--- src/rtl/stage_mul_pipe.sv ---
// Pipelined RV32M multiply unit (MUL/MULH/MULHSU/MULHU) beside EX.
// Tracks in-flight destinations for decode hazard checks; supports stall and flush.
module stage_mul_pipe #(
    parameter int unsigned WD_SIZE  = 32,
    parameter int unsigned LATENCY  = 3,
    parameter int unsigned NUM_REGS = 32,
    parameter int unsigned RD_SIZE  = 5
) (
    input  logic                clk,
    input  logic                reset,
    input  logic                valid_i,
    output logic                ready_o,
    input  logic [2:0]          funct3_i,
    input  logic [WD_SIZE-1:0]  op1_i,
    input  logic [WD_SIZE-1:0]  op2_i,
    input  logic [RD_SIZE-1:0]  rd_i,
    input  logic                flush_i,
    input  logic                stall_i,
    output logic                valid_o,
    output logic [WD_SIZE-1:0]  result_o,
    output logic [RD_SIZE-1:0]  rd_o,
    output logic                illegal_o,
    output logic [NUM_REGS-1:0] pending_rd_o,
    output logic                busy_o
);

    localparam int unsigned LAST = LATENCY - 1;
    localparam int unsigned PW   = 2 * WD_SIZE;

    logic [LATENCY-1:0] slot_valid;
    logic [WD_SIZE-1:0] slot_res [LATENCY];
    logic [RD_SIZE-1:0] slot_rd  [LATENCY];
    logic               illegal_q;

    logic               advance;
    logic               accept;
    logic               op1_signed;
    logic               op2_signed;
    logic [PW-1:0]      op1_ext;
    logic [PW-1:0]      op2_ext;
    logic [PW-1:0]      product;
    logic [WD_SIZE-1:0] sel_res;

    // Pipe moves unless the occupied output slot is being held by downstream.
    assign advance = !(slot_valid[LAST] && stall_i);
    assign ready_o = advance;
    assign accept  = valid_i && !funct3_i[2];

    // Full product is formed at entry; later slots only carry the selected half.
    always_comb begin
        op1_signed = (funct3_i[1:0] == 2'b01) || (funct3_i[1:0] == 2'b10);
        op2_signed = (funct3_i[1:0] == 2'b01);
        op1_ext    = {{WD_SIZE{op1_signed & op1_i[WD_SIZE-1]}}, op1_i};
        op2_ext    = {{WD_SIZE{op2_signed & op2_i[WD_SIZE-1]}}, op2_i};
        product    = op1_ext * op2_ext;
        sel_res    = (funct3_i[1:0] == 2'b00) ? product[WD_SIZE-1:0] : product[PW-1:WD_SIZE];
    end

    always_ff @(posedge clk or posedge reset) begin
        if (reset) begin
            slot_valid <= '0;
            illegal_q  <= 1'b0;
            for (int unsigned i = 0; i < LATENCY; i++) begin
                slot_res[i] <= '0;
                slot_rd[i]  <= '0;
            end
        end else begin
            illegal_q <= valid_i && funct3_i[2];
            if (advance) begin
                slot_res[0] <= sel_res;
                slot_rd[0]  <= rd_i;
                for (int unsigned i = 1; i < LATENCY; i++) begin
                    slot_res[i] <= slot_res[i-1];
                    slot_rd[i]  <= slot_rd[i-1];
                end
            end
            // Flush wins over stall and also kills the op offered this cycle.
            if (flush_i) begin
                slot_valid <= '0;
            end else if (advance) begin
                slot_valid <= (slot_valid << 1) | LATENCY'(accept);
            end
        end
    end

    always_comb begin
        pending_rd_o = '0;
        for (int unsigned i = 0; i < LATENCY; i++) begin
            if (slot_valid[i] && (slot_rd[i] != '0)) begin
                pending_rd_o[slot_rd[i]] = 1'b1;
            end
        end
    end

    assign busy_o    = |slot_valid;
    assign valid_o   = slot_valid[LAST];
    assign result_o  = slot_res[LAST];
    assign rd_o      = slot_rd[LAST];
    assign illegal_o = illegal_q;

endmodule

--- config.mk ---
export PLATFORM = sky130hd
export DESIGN_NAME = stage_mul_pipe
export DESIGN_NICKNAME = d
export VERILOG_FILES = /design/src/rtl/stage_mul_pipe.sv
export SDC_FILE = /design/constraint.sdc
export NUM_CORES = 2
export LEC_CHECK = 0
export ABC_AREA = 1
export BUFFER_PORTS_ARGS = -buffer_cell sky130_fd_sc_hd__buf_2
export CAP_MARGIN = 40
export CORE_ASPECT_RATIO = 1.75
export CORE_MARGIN = 5
export CORE_UTILIZATION = 50
export DETAILED_ROUTE_END_ITERATION = 8
export HOLD_SLACK_MARGIN = 0.03
export PLACE_DENSITY = 0.66
export SLEW_MARGIN = 20
export SYNTH_ARGS = -nofsm -noshare
export SYNTH_HDL_FRONTEND = slang
export SYNTH_SLANG_ARGS = --single-unit
--- constraint.sdc ---
create_clock -name clk -period 3.9 [get_ports clk]
set_input_delay 0.78 -clock clk [delete_from_list [all_inputs] [get_ports clk]]
set_output_delay 0.78 -clock clk [all_outputs]
set_load 0.02 [all_outputs]
==> reports/qor.txt <==
Status -> complete, but fails checks
Failing checks -> setup timing
Clock buffer count from CTS -> 25
Cells after DPL -> 7592
Top FF cell, synth -> dfrtp_1
Vias in the first global route -> 44524
Seq/Total Area, Yosys -> 0.0626
Share of layout cells above drive strength 1 -> 0.230
Crit path time final -> 7310 ps
Ys Warns -> 0
Chip width -> 239 um
Initial Utilization -> 0.502
F_max -> 137 MHz
Slew headroom -> 0.435
Initial antenna violation count -> 5
CTS tree -> yes
Setup Skew -> 29.2 ps
HP Class -> input pin to async pin
Fin cells -> 7695
Number of synthesized flops with an enable pin -> 0
Largest net degree at the start of global routing -> 90
Port Buffers -> 148
Die ar. -> 98400 um^2
Worst Path Buf+Inv -> 13
Commonest non-fill, non-tap cells in the layout -> 1637 x inv_1, 1595 x nand2_1, 1079 x fa_1
Arr. time, crit path -> 7730 ps
Detailed Routing Iterations Pass 1 -> 6
Number of remaining DRC errors -> 0
CTS Root Cell -> clkbuf_16
Tightest Pin Transition -> 840 ps
Mapped cell area -> 46000 um^2
WS Path Type -> input pin to register
Most area-hungry cell type in the Yosys netlist -> fa_1
Synth Register Bits -> 115
Distinct cells, synth -> 42
Placer Congestion -> 1.02
First-pass GRT wire length -> 250000 um
Cells after synthesis -> 5955
Via count -> 40001
H-tree Lvls -> 4
Hold Slack -> 303 ps
Post-route setup slack -> -3410 ps
Clk pin slew, worst setup/hold paths -> 60 ps
Cell Rows -> 147
Area growth, synth to finish -> 23.5%
Pins over their slew limit -> 0
Iter 0 DRT Violations -> 2272
Largest cells by area after synthesis -> fa_1 49%, nand2_1 14%, inv_1 14%
CP Max Fanout -> 6
Core Box Area -> 91600 um^2
WL final -> 163000 um
Period utilization -> 1.88
Worst EP required -> 4310 ps
Top cell family by delay on the critical path -> adder cells
I/O pin total -> 150
Chip height -> 411 um
Detailed placement HPWL -> 141000 um
Number of maximum-capacitance violations -> 0
Leading cell type in the layout, fill and taps excluded -> inv_1
CTS Buffer Depth -> 3
Synth async-reset ratio -> 1.00
Setup violators final -> 32
Fin nets -> 7911
Max incr delay on CP -> 600 ps
Post-synth net total -> 7371
RSZ-0062 raised after global routing -> true
Final hold vios -> 0
Setup crit start kind -> input pin
ANT nets after route -> 0
Synthesized area per cell -> 7.72 um^2
Clock Latency Late Sink -> 480 ps
Clock Sinks -> 115
Slowest CP cell -> fa_2
WL/cell -> 21.2 um
Setup crit end kind -> register
GRT Residual Overflow -> 0
Total track usage -> 0.338
Via density -> 5.20
Yosys top cell area share -> 0.490
Critical Path Most Common Cell -> fa_1
[per-stage QoR]
stage | worst slack (ps) | utilization | setup TNS, ps | instance area [um^2]
6_report | -3410 | 0.620 | -104030 | 56800
5_1_grt | -3660 | 0.620 | -111110 | 56800
4_1_cts | -3350 | 0.607 | -102230 | 55600
3_5_place_dp | -4310 | 0.578 | -130320 | 52900
3_3_place_gp | -4220 | 0.578 | -128300 | 52900
2_1_floorplan | -3690 | - | -104880 | 48100
[what timing repair did]
action	4_1_cts	5_1_grt
setup endpoints to repair	32	32
gates resized for setup	422	333
pin swaps	127	230
cloned	2	1
buffers inserted	41	30
hold buffers	0	0
[area by class of cell]
class | instances | area (um^2)
sequential | 115 | 2880
clock buffer | 32 | 692
timing repair buffer | 839 | 7170
multi-input combinational | 3763 | 37900
fill | 8116 | 34800
antenna | 2 | 5.00
tap | 1192 | 1490
inverter | 1751 | 6610
clock inverter | 1 | 30.0
[final timing paths]
path                               start      endpoint  slack (ps)  depth (start not counted)
min in group clk            result_o[16]  result_o[16]         460                          2
max in group asynchronous          reset  result_o[12]        2760                          3
hold / removal                     reset  result_o[13]         300                          2
setup reg to reg           slot_valid[2]  slot_res[83]        2100                          5
setup / recovery             funct3_i[0]  slot_res[95]       -3410                         34
hold reg to reg             result_o[16]  result_o[16]         460                          2
[metal layers]
metal / global-route usage / routed length, um / vias up
met5: 0.00101 / 13 / -
li1: - / - / 17697
met2: 0.608 / 83700 / 1564
met4: 0.320 / 21400 / 2
met1: 0.327 / 50200 / 19950
met3: 0.0418 / 7660 / 788
[state kept, by name, indices dropped and copies added, names as in the netlist]
signal      cells
illegal_o       1
rd_o            5
result_o       32
slot_rd        10
slot_res       64
slot_valid      3
[kinds of logic (layout without fill, tap and decap cells)]
group           Yosys count  in the layout  share of synthesized area
compound gates          259            259                     0.0316
buf+inv                2077           2623                      0.173
other cells               1              3                  0.0000815
simple gates           2160           2160                      0.184
flops                   115            115                     0.0626
fa+ha+maj              1339           1339                      0.548
xor+xnor                  4              4                   0.000762
[cell usage after synthesis, drive strengths merged, types with 8 or more instances]
| cell | number |
|---|---|
| nand3 | 123 |
| inv | 1751 |
| o21ai | 101 |
| fa | 1125 |
| a21oi | 113 |
| nand2 | 1768 |
| o21bai | 10 |
| o221ai | 27 |
| ha | 214 |
| buf | 45 |
| nor2 | 205 |
| nand4 | 18 |
| nor4 | 8 |
| dfrtp | 115 |
| nor3 | 25 |
| clkbuf | 280 |
| or2 | 8 |
Power is left out: the tool's default activity adds up to more than one toggle a clock period on the data nets, which glitch-free logic cannot reach.
